`config.mk`:
```
export PLATFORM = sky130hd
export DESIGN_NAME = pe_idx_loader_flat
export DESIGN_NICKNAME = d
export VERILOG_FILES = /design/src/rtl/pe_idx_loader_pkg.sv /design/src/rtl/pe_idx_loader_if.sv /design/src/rtl/pe_idx_loader.sv /design/src/flat_wrapper.sv
export SDC_FILE = /design/constraint.sdc
export NUM_CORES = 1
export LEC_CHECK = 0
export BUFFER_PORTS_ARGS = -buffer_cell sky130_fd_sc_hd__buf_2
export CAP_MARGIN = 5
export CORE_ASPECT_RATIO = 1.25
export CORE_MARGIN = 8
export CORE_UTILIZATION = 50
export CTS_CLUSTER_DIAMETER = 40
export DETAILED_ROUTE_END_ITERATION = 12
export GPL_ROUTABILITY_DRIVEN = 0
export GPL_TIMING_DRIVEN = 0
export PLACE_DENSITY_LB_ADDON = 0.25
export SLEW_MARGIN = 20
export SYNTH_ARGS = -nofsm -noshare
export SYNTH_HDL_FRONTEND = slang
export SYNTH_SLANG_ARGS = --single-unit
```
`constraint.sdc`:
```
create_clock -name clk -period 2.4 [get_ports clk]
set_input_delay 0.48 -clock clk [delete_from_list [all_inputs] [get_ports clk]]
set_output_delay 0.48 -clock clk [all_outputs]
set_load 0.02 [all_outputs]
```
`src/rtl/pe_idx_loader_pkg.sv`:
```
// Shared PE parameters and helpers, plus the index-loader FSM state type.
package pe_idx_loader_pkg;

    localparam int IDX_W = 8;

    function automatic int bw(input int value);
        return (value <= 2) ? 1 : $clog2(value);
    endfunction

    typedef enum logic [1:0] {
        IDLE,
        LOAD,
        WAIT_SW,
        SWITCH
    } loader_state_e;

endpackage

```
`src/rtl/pe_idx_loader_if.sv`:
```
// Valid/ready stream of packed index pairs feeding the index loader.
interface pe_idx_loader_if;
    import pe_idx_loader_pkg::*;

    logic [2*IDX_W-1:0] in_data;
    logic               in_valid;
    logic               in_ready;

    modport master (output in_data, output in_valid, input in_ready);
    modport slave  (input in_data, input in_valid, output in_ready);

endinterface

```
`src/rtl/pe_idx_loader.sv`:
```
// Writer side of the PE index ping-pong buffer: streams index pairs into the
// shadow half, then pulses switch_idx_buf once the AGU is finished with the live half.
module pe_idx_loader
    import pe_idx_loader_pkg::*;
#(
    parameter int IDX_DEPTH  = 256,
    parameter int IDX_ADDR_W = bw(IDX_DEPTH)
) (
    input  logic                  clk,
    input  logic                  rst,
    input  logic                  load_start,
    input  logic [7:0]            load_cnt,
    output logic                  load_done,
    pe_idx_loader_if.slave        in_stream,
    output logic [2*IDX_W-1:0]    idx_wr_data,
    output logic [IDX_ADDR_W-1:0] idx_wr_addr,
    output logic                  idx_wr_en,
    input  logic                  agu_done,
    input  logic                  agu_start,
    output logic                  switch_idx_buf
);

    loader_state_e state;
    loader_state_e state_nxt;
    logic [7:0]    cnt_r;
    logic [7:0]    wr_cnt;
    logic          accept;
    logic          last_beat;
    logic          switch_ok;

    assign in_stream.in_ready = (state == LOAD) && (wr_cnt < cnt_r);
    assign accept             = in_stream.in_valid && in_stream.in_ready;
    assign last_beat          = (wr_cnt == cnt_r - 8'd1);

    // The last write must land before the halves swap, and an AGU start seen with
    // done means the AGU has just begun on the old half, so wait for its next done.
    assign switch_ok = agu_done && !agu_start && !idx_wr_en;

    always_comb begin
        // NOTE: defaults first, so no path through the case leaves state_nxt unassigned (no latch).
        state_nxt = state;
        case (state)
            IDLE:    if (load_start) state_nxt = (load_cnt == 8'd0) ? WAIT_SW : LOAD;
            LOAD:    if (accept && last_beat) state_nxt = WAIT_SW;
            WAIT_SW: if (switch_ok) state_nxt = SWITCH;
            SWITCH:  state_nxt = IDLE;
            default: state_nxt = IDLE;
        endcase
    end

    // NOTE: sequential state uses non-blocking assignments so every flop samples pre-edge values.
    always_ff @(posedge clk) begin
        if (!rst) state <= IDLE;
        else      state <= state_nxt;
    end

    always_ff @(posedge clk) begin
        if (!rst) begin
            cnt_r          <= '0;
            wr_cnt         <= '0;
            idx_wr_en      <= 1'b0;
            idx_wr_addr    <= '0;
            idx_wr_data    <= '0;
            switch_idx_buf <= 1'b0;
            load_done      <= 1'b1;
        end else begin
            idx_wr_en      <= accept;
            switch_idx_buf <= (state == WAIT_SW) && switch_ok;
            load_done      <= (state_nxt == IDLE);
            if (state == IDLE && load_start) begin
                cnt_r  <= load_cnt;
                wr_cnt <= '0;
            end
            if (accept) begin
                idx_wr_data <= in_stream.in_data;
                idx_wr_addr <= IDX_ADDR_W'(wr_cnt);
                wr_cnt      <= wr_cnt + 8'd1;
            end
        end
    end

endmodule

```
`src/flat_wrapper.sv`:
```
// flat-port wrapper written by rule: the top's interface ports become plain ports
module pe_idx_loader_flat import pe_idx_loader_pkg::*;
#(
    parameter int IDX_DEPTH  = 256,
    parameter int IDX_ADDR_W = bw(IDX_DEPTH)
)
  (clk, rst, load_start, load_cnt, load_done, idx_wr_data, idx_wr_addr, idx_wr_en, agu_done, agu_start, switch_idx_buf, in_stream_in_data, in_stream_in_valid, in_stream_in_ready);
  pe_idx_loader_if in_stream_i ();
  input  logic clk;
  input  logic rst;
  input  logic load_start;
  input  logic [7:0] load_cnt;
  output logic load_done;
  output logic [2*IDX_W-1:0] idx_wr_data;
  output logic [IDX_ADDR_W-1:0] idx_wr_addr;
  output logic idx_wr_en;
  input  logic agu_done;
  input  logic agu_start;
  output logic switch_idx_buf;
  input wire logic [$bits(in_stream_i.in_data)-1:0] in_stream_in_data;
  input wire logic [$bits(in_stream_i.in_valid)-1:0] in_stream_in_valid;
  output wire logic [$bits(in_stream_i.in_ready)-1:0] in_stream_in_ready;
  assign in_stream_i.in_data = in_stream_in_data;
  assign in_stream_i.in_valid = in_stream_in_valid;
  assign in_stream_in_ready = in_stream_i.in_ready;
  pe_idx_loader #(.IDX_DEPTH(IDX_DEPTH), .IDX_ADDR_W(IDX_ADDR_W)) u_core (.clk(clk), .rst(rst), .load_start(load_start), .load_cnt(load_cnt), .load_done(load_done), .in_stream(in_stream_i), .idx_wr_data(idx_wr_data), .idx_wr_addr(idx_wr_addr), .idx_wr_en(idx_wr_en), .agu_done(agu_done), .agu_start(agu_start), .switch_idx_buf(switch_idx_buf));
endmodule
```
==> results.json, run 1 <==
{
  "tightest_slew_ns": 0.548,
  "slew_headroom_pct": 63.5,
  "dpl.hpwl_microns": 4510,
  "grt_pass1_wl_microns": 9740,
  "leakagePower_nw": 1.08,
  "via_count": 2252,
  "worstPathMaxFanout": 10,
  "clkPwrFrac_pct": 29.8,
  "synthMostInstantiatedCell": "dfxtp_1",
  "antenna_found_initial": 0,
  "grt_remaining_overflow": 0,
  "synth_fa_ha_area_share_pct": 5.65,
  "postRouteAntennaNets": 0,
  "dpl_worst_slack_ns": 0.0219,
  "cts.sinks": 45,
  "yosysSeqAreaShare_pct": 40.7,
  "htreeDepth": 2,
  "port_buffers": 57,
  "p_sw_uw": 472,
  "antenna_cells": 0,
  "netlist_area_sq_mm": 0.00221,
  "die_area_sq_mm": 0.00683,
  "synth-edff-count": 0,
  "multiInputGateArea_sq_mm": 0.00120,
  "synth_area_leaders": "dfxtp_1, a21oi_1, nand3_1",
  "synth_top_cell_by_area": "dfxtp_1",
  "die_x_microns": 75.5,
  "nets": 382,
  "setup_viol": 0,
  "ys_types": 40,
  "p_int_mw": 1.08,
  "ys.flop_type": "dfxtp_1",
  "clk_pin_slew_ns": 0.08,
  "area_growth_syn_to_layout_pct": 21.3,
  "maxCapViolations": 0,
  "layout_min_cycle_time_ns": 2.32,
  "cp.arrival_ns": 1.84,
  "synth-simple-area-share_pct": 21.8,
  "start_util_pct": 51.2,
  "routedWlPerCell_microns": 14.7,
  "power.density_mw_per_mm2": 578,
  "synth_top_cells_by_count": "dfxtp_1, a21oi_1, nand3_1, o21ai_0, nand2_1",
  "fin_tns_setup_ns": 0,
  "grtUsageTotal_pct": 17.8,
  "outcome": "complete, no violations",
  "drt_iter0_markers": 134,
  "yosys_warnings": 0,
  "final.fill_count": 431,
  "max_freq_ghz": 0.432,
  "hold_viol": 0,
  "syn_inst": 278,
  "routed_wl_microns": 5890,
  "cts_buffers": 5,
  "drc_errors": 0,
  "post-route-period-util_pct": 96.5,
  "synth_compound_area_share_pct": 22.7,
  "yosys.area.top_type_share_pct": 40.7,
  "p_seq_share_pct": 50.9,
  "synthMuxAreaShare_pct": 0.904,
  "fin_ws_ns": 0.0836,
  "max-vdd-ir-drop_mv": 0.404,
  "cts_root_buffer": "clkbuf_8",
  "worstHoldPathType": "input pin to flip-flop",
  "cts_max_path_buffers": 2,
  "p_comb_share_pct": 19.3,
  "synthArstFlopShare_pct": 0,
  "synth_top_family_by_area": "compound AO/OA/AOI/OAI gates",
  "drive_gt1_share_pct": 23.6,
  "hold_slack_ns": 0.411,
  "worstPathRequired_ns": 1.92,
  "num_rows": 27,
  "register_area_sq_um": 906,
  "ys_seq_elements": 45,
  "swShare_pct": 30.4,
  "drt-vias-per-instance": 5.62,
  "cts_tree": "done",
  "rsz0062_at_grt": "false",
  "clk_latency_ns": 0.30,
  "drtPass1Iterations": 4,
  "io_pins": 58,
  "crit_type": "flip-flop to primary output",
  "clock_skew_ns": 0.00642,
  "synth_nets": 318,
  "grt_pass1_vias": 2126,
  "grt_max_degree": 15,
  "core_sq_mm": 0.00432,
  "slew_violations": 0,
  "crit_path_end_kind": "primary output",
  "startpoint_type": "flip-flop",
  "postSynthAreaPerCell_sq_um": 7.97,
  "fp.dieH_microns": 90.4,
  "synth-xor-area-share_pct": 2.77
}
## power groups by stage
| stage | logic (mW) | registers [mW] | clock network [mW] |
|---|---|---|---|
| 3_3_place_gp | 0.282 | 0.806 | 0 |
| 5_1_grt | 0.332 | 0.793 | 0.506 |
| 4_1_cts | 0.296 | 0.789 | 0.469 |
| 6_report | 0.299 | 0.789 | 0.463 |
| 2_1_floorplan | 0.178 | 0.818 | 0 |
| 3_5_place_dp | 0.285 | 0.806 | 0 |
## cell type report
class                   instances  share of cell area (%)
inverters                      13                    1.82
multi-input cells             201                    44.6
plain buffers                  18                    2.98
flip-flops and latches         45                    33.7
repair buffers                 58                    11.0
clock buffers                   5                    2.56
well taps                      58                    2.70
clock inverters                 3                   0.652
## cells by family after synthesis
kind of cell / after synthesis
and+or+nand+nor: 95
AOI/OAI and AO/OA: 87
DFF: 45
buffers and inverters: 32
adders and majority gates: 10
xor gates and xnor gates: 7
muxes: 2
## metrics by stage
step / std cells / power (mW) / utilization (%) / cell area (sq um)
2_1_floorplan: 278 / 0.996 / - / 2210
3_3_place_gp: 393 / 1.09 / 59.5 / 2570
3_5_place_dp: 393 / 1.09 / 59.5 / 2570
4_1_cts: 402 / 1.55 / 62.0 / 2680
5_1_grt: 401 / 1.63 / 62.1 / 2690
6_report: 401 / 1.55 / 62.1 / 2690
## path summary, 6_finish.rpt
path | end | slack [ns] | start | cells past startpoint
hold / removal | u_core.cnt_r[3] | 0.41 | load_cnt[3] | 3
hold reg to reg | u_core.cnt_r[1] | 0.47 | u_core.cnt_r[1] | 2
setup reg to reg | u_core.state[0] | 0.16 | u_core.cnt_r[5] | 7
setup / recovery | in_stream_in_ready | 0.08 | u_core.wr_cnt[3] | 6
## registers in the layout (all words and copies together), names as in the netlist
register,cells
u_core.load_done,1
u_core.wr_cnt,8
u_core.idx_wr_data,16
u_core.switch_idx_buf,1
u_core.state,2
u_core.idx_wr_addr,8
u_core.idx_wr_en,1
u_core.cnt_r,8
## layer usage
| metal | global-route usage (%) | share of wire, % | up-vias |
|---|---|---|---|
| li1 | - | - | 1123 |
| met1 | 19.9 | 41 | 1041 |
| met2 | 29.6 | 50 | 82 |
| met3 | 6.67 | 8.4 | 6 |
| met4 | 5.79 | 1.3 | 0 |
| met5 | 0 | 0 | - |
## cell usage in the layout (no fill, tap or decap), drive strengths merged, types with 5 or more instances in the layout
cell    instances
nand3          30
clkbuf         19
inv            13
dfxtp          45
ha             10
or3             5
o21ai          28
nand2          25
a21oi          39
nor2            9
xnor2           5
nor3            6
buf            62
## repair_timing
| action | in CTS | in global routing |
|---|---|---|
| resized for setup | 7 | 9 |
| hold buffers | 0 | 0 |
| pin swaps | 2 | 2 |
| setup endpoints to repair | 1 | 28 |
| buffers inserted | 1 | 0 |
## critical path: stages (launching register included)
cell and delay (ns):
dfxtp_1 0.52, ha_1 0.31, a21oi_1 0.23, a21oi_2 0.12, buf_6 0.15, nor2_2 0.07, buf_4 0.14
No activity file was read; power rests on OpenSTA's default activity.
==> inputs of run 2 (changes only) <==
Settings changed: SETUP_SLACK_MARGIN set to 0.2.
==> run 2 against run 1 <==
Compared with the run above: worst setup slack improved by 0.12 ns; cell area rose by 6.2%; largest power group unchanged; largest cell class unchanged; total power rose by 2.3%; critical path depth rose by 1; clock skew barely moved; sequential share of layout area fell by 1.4 points; critical path type unchanged.
==> results.json, run 2 (synthesized netlist as in run 1, its figures left out) <==
{
  "p_comb_share_pct": 21.5,
  "met2_usage_pct": 30.2,
  "fin_tns_setup_ns": 0,
  "largest_reg_flops": 16,
  "grt_pass1_wl_microns": 9870,
  "num_rows": 27,
  "hold_slack_ns": 0.412,
  "slew_violations": 0,
  "clk_latency_ns": 0.30,
  "top_usage_layer": "met2",
  "p_seq_share_pct": 49.6,
  "antenna_found_initial": 0,
  "slew_headroom_pct": 63.9,
  "crit_path_start": "u_core.wr_cnt[1]",
  "cts_max_path_buffers": 2,
  "clkPwrFrac_pct": 29.0,
  "die_area_sq_mm": 0.00683,
  "core_sq_mm": 0.00432,
  "final_cell_mix": "buf_2, a21oi_1, dfxtp_1",
  "worstHoldPathType": "input pin to flip-flop",
  "grt_remaining_overflow": 0,
  "htreeDepth": 2,
  "hold_viol": 0,
  "drt-vias-per-instance": 5.53,
  "antenna_cells": 0,
  "grt_use_met3_pct": 6.67,
  "port_buffers": 57,
  "crit_path_end": "in_stream_in_ready",
  "rr_worst_depth": 7,
  "final.fill_count": 409,
  "crit_type": "flip-flop to primary output",
  "nets": 390,
  "grtUsageTotal_pct": 18.1,
  "rsz0062_at_grt": "true",
  "crit_path_end_kind": "primary output",
  "routedWlPerCell_microns": 15.1,
  "clk_pin_slew_ns": 0.08,
  "regToRegStartpoint": "u_core.wr_cnt[7]",
  "max_freq_ghz": 0.455,
  "cts.sinks": 45,
  "outcome": "complete, no violations",
  "via_count": 2262,
  "tightest_slew_ns": 0.542,
  "cp.arrival_ns": 1.72,
  "drt_iter0_markers": 125,
  "drc_errors": 0,
  "die_x_microns": 75.5,
  "swShare_pct": 30.5,
  "max-vdd-ir-drop_mv": 0.416,
  "cts_buffers": 5,
  "layout_commonest_cell": "buf_2",
  "p_sw_uw": 484,
  "area_growth_syn_to_layout_pct": 28.8,
  "cts_hold_buf": 0,
  "layout_min_cycle_time_ns": 2.20,
  "timing.rr.end": "u_core.wr_cnt[3]",
  "r2r_slack_ns": 0.25,
  "drtPass1Iterations": 4,
  "worstPathRequired_ns": 1.92,
  "grt_pass1_vias": 2150,
  "cts_tree": "done",
  "drive_gt1_share_pct": 30.5,
  "startpoint_type": "flip-flop",
  "power.density_mw_per_mm2": 556,
  "start_util_pct": 51.2,
  "clock_skew_ns": 0.00667,
  "largest_register": "u_core.idx_wr_data",
  "dpl.hpwl_microns": 4510,
  "fp.dieH_microns": 90.4,
  "maxCapViolations": 0,
  "leakagePower_nw": 1.15,
  "postRouteAntennaNets": 0,
  "post-route-period-util_pct": 91.6,
  "p_int_mw": 1.10,
  "io_pins": 58,
  "setup_viol": 0,
  "routed_wl_microns": 6180,
  "cts_root_buffer": "clkbuf_8",
  "worstPathMaxFanout": 2,
  "use_met1_pct": 20.2,
  "grt_max_degree": 15
}
run 2: how the worst min path moves through the flow:
stage / slack (ns) / to / startpoint / depth (start not counted)
floorplan: 0.45 / u_core.cnt_r[5] / u_core.cnt_r[5] / 2
global placement: 0.46 / u_core.idx_wr_data[11] / u_core.idx_wr_data[11] / 2
finish: 0.41 / u_core.cnt_r[3] / load_cnt[3] / 3
detailed placement: 0.47 / u_core.idx_wr_addr[2] / u_core.idx_wr_addr[2] / 2
global route: 0.42 / u_core.cnt_r[0] / load_cnt[0] / 3
CTS: 0.41 / u_core.cnt_r[3] / load_cnt[3] / 3
run 2: power by group through the flow:
stage | sequential [mW] | combinational (mW) | clock, mW
after CTS | 0.788 | 0.314 | 0.469
after floorplan | 0.818 | 0.178 | 0
after global placement | 0.806 | 0.282 | 0
final | 0.786 | 0.340 | 0.460
after detailed placement | 0.806 | 0.285 | 0
after global routing | 0.790 | 0.375 | 0.504
run 2: through the flow:
| stage | utilization (%) | std cells | worst slack (ns) | power (mW) | instance area [sq um] |
|---|---|---|---|---|---|
| detailed placement | 59.5 | 393 | 0.0219 | 1.09 | 2570 |
| finish | 66.0 | 409 | 0.201 | 1.59 | 2850 |
| global placement | 59.5 | 393 | 0.0405 | 1.09 | 2570 |
| floorplan | - | 278 | 0.353 | 0.996 | 2210 |
| global route | 66.0 | 409 | 0.132 | 1.67 | 2850 |
| CTS | 63.1 | 406 | 0.121 | 1.57 | 2730 |
run 2: what timing repair did:
item                                   in CTS  in global routing
endpoints found under the hold margin       0                  0
pin swaps                                   2                  2
setup endpoints to repair                  28                 30
gates resized for setup                    16                 35
buffers inserted                            5                  3
run 2: worst max-delay path, stage by stage, from the launching register on:
cell and delay (ns):
dfxtp_4 0.37, ha_4 0.23, nor2b_4 0.12, o211ai_1 0.24, a21oi_2 0.11, clkbuf_8 0.15
nor2_4 0.08, buf_6 0.12
run 2: cell type report:
cell class	instances	area [sq um]	area share (%)
multi-input cells	201	1280	44.7
clock inverters	3	17.5	0.614
well taps	58	72.6	2.54
repair buffers	65	352	12.3
flip-flops and latches	45	922	32.3
inverters	13	48.8	1.71
clock buffers	5	68.8	2.41
plain buffers	19	95.1	3.33
run 2: layer usage:
layer | vias to the layer above | share of wire [%]
met5 | - | 0
met4 | 0 | 1.6
met3 | 9 | 7.8
met2 | 75 | 50
met1 | 1043 | 40
li1 | 1135 | -
==> inputs of run 3 (changes only) <==
Settings changed: CORE_MARGIN 8 to unset, CORE_UTILIZATION 50 to 44, GPL_ROUTABILITY_DRIVEN 0 to 1.
==> run 3 against run 2 <==
Compared with the run above: critical path depth unchanged; sequential cell count unchanged; worst setup slack got worse by 0.052 ns; cell area decreased by 0.26%; utilization decreased by 6.7 points.
==> results.json, run 3 (synthesized netlist as in run 1, its figures left out) <==
{
  "grt_remaining_overflow": 0,
  "io_pins": 58,
  "drt-vias-per-instance": 5.55,
  "core_sq_mm": 0.00480,
  "crit_path_end_kind": "primary output",
  "slew_headroom_pct": 63.7,
  "hold_viol": 0,
  "leakagePower_nw": 1.15,
  "start_util_pct": 46.1,
  "layout_commonest_cell": "buf_2",
  "die_area_sq_mm": 0.00532,
  "largest_reg_flops": 16,
  "clk_latency_ns": 0.31,
  "fin_tns_setup_ns": 0,
  "dpl_worst_slack_ns": 0.00554,
  "grtUsageTotal_pct": 23.5,
  "grt_pass1_wl_microns": 9580,
  "layout_min_cycle_time_ns": 2.25,
  "post-route-period-util_pct": 93.8,
  "fp.dieH_microns": 81.3,
  "worstPathMaxFanout": 6,
  "die_x_microns": 65.5,
  "postRouteAntennaNets": 0,
  "drt_iter0_markers": 156,
  "antenna_found_initial": 0,
  "placed_area_sq_mm": 0.00257,
  "routedWlPerCell_microns": 14.3,
  "nets": 389,
  "largest_register": "u_core.idx_wr_data",
  "cp.arrival_ns": 1.77,
  "final.fill_count": 439,
  "max_freq_ghz": 0.444,
  "port_buffers": 57,
  "cts_buffers": 5,
  "multiInputGateArea_sq_mm": 0.00126,
  "worstPathRequired_ns": 1.92,
  "rsz0062_at_grt": "true",
  "slew_violations": 0,
  "outcome": "complete, no violations",
  "tightest_slew_ns": 0.544,
  "grt_max_degree": 17,
  "final_core_util_pct": 59.3,
  "area_growth_syn_to_layout_pct": 28.5,
  "drive_gt1_share_pct": 30.9,
  "drtPass1Iterations": 4,
  "gp_congestion": 0.838,
  "final_cell_mix": "buf_2, a21oi_1, dfxtp_1",
  "routed_wl_microns": 5880,
  "clk_pin_slew_ns": 0.10,
  "cts.sinks": 45,
  "final_area_sq_mm": 0.00285,
  "max-vdd-ir-drop_mv": 0.377,
  "via_count": 2275,
  "worstHoldPathType": "input pin to flip-flop",
  "num_rows": 28,
  "cts_root_buffer": "clkbuf_8",
  "drc_errors": 0,
  "grt_pass1_vias": 2086,
  "dpl.hpwl_microns": 4200,
  "htreeDepth": 2,
  "register_area_sq_um": 920,
  "cts_max_path_buffers": 2,
  "clock_skew_ns": 0.0111,
  "crit_type": "flip-flop to primary output",
  "antenna_cells": 0,
  "cts_tree": "done",
  "maxCapViolations": 0,
  "power.density_mw_per_mm2": 574,
  "setup_viol": 0,
  "startpoint_type": "flip-flop",
  "fin_ws_ns": 0.148
}
run 3: cell count changes in the layout (fill, tap and decap cells not counted), sizes merged:
| cell | change |
|---|---|
| clkinv | -2 |
| inv | +2 |
| clkbuf | -1 |
run 3: where the power goes:
part	internal (mW)	total (mW)	leakage, nW	switching, mW
Combinational	0.132	0.342	0.730	0.210
Sequential	0.770	0.789	0.371	0.0193
Clock	0.212	0.501	0.0452	0.289
Total	1.11	1.63	1.15	0.518
run 3: area by class of cell:
type                       count  area share (%)
multi-input combinational    201            44.4
sequential                    45            32.3
timing repair buffer          64            12.1
buffer                        19            3.56
tap                           60            2.64
clock buffer                   5            2.42
inverter                      13            1.72
clock inverter                 3           0.880
run 3: critical path, stage by stage, from the launching register on:
cell	delay [ns]
dfxtp_4	0.40
inv_1	0.07
ha_1	0.31
o211ai_1	0.12
a21oi_2	0.21
clkbuf_8	0.17
nor2_4	0.03
buf_6	0.13
run 3: worst paths after layout:
path / start / end / slack, ns / depth (start not counted)
setup / recovery: u_core.cnt_r[3] / in_stream_in_ready / 0.15 / 7
hold / removal: load_cnt[3] / u_core.cnt_r[3] / 0.40 / 3
setup reg to reg: u_core.cnt_r[7] / u_core.idx_wr_addr[0] / 0.27 / 9
hold reg to reg: u_core.idx_wr_data[12] / u_core.idx_wr_data[12] / 0.47 / 2
run 3: stage by stage:
stage	hold slack [ns]	cells	power [mW]
finish	0.401	410	1.63
global route	0.408	410	1.71
CTS	0.391	408	1.63
detailed placement	0.464	395	1.09
global placement	0.459	395	1.09
floorplan	0.449	278	0.996
run 3: metal layers:
layer / GRT usage, % / wire length [microns] / vias up
met5: 0 / 0 / -
met4: 9.35 / 72 / 0
met3: 5.62 / 345 / 5
met2: 41.9 / 3090 / 64
met1: 26.6 / 2380 / 1070
li1: - / - / 1136
run 3: timing repair:
item | CTS | global route
hold buffers | 0 | 0
cloned | 0 | 0
pin swaps | 5 | 6
setup buffers | 5 | 2
endpoints found under the setup margin | 28 | 30
resized for setup | 25 | 37
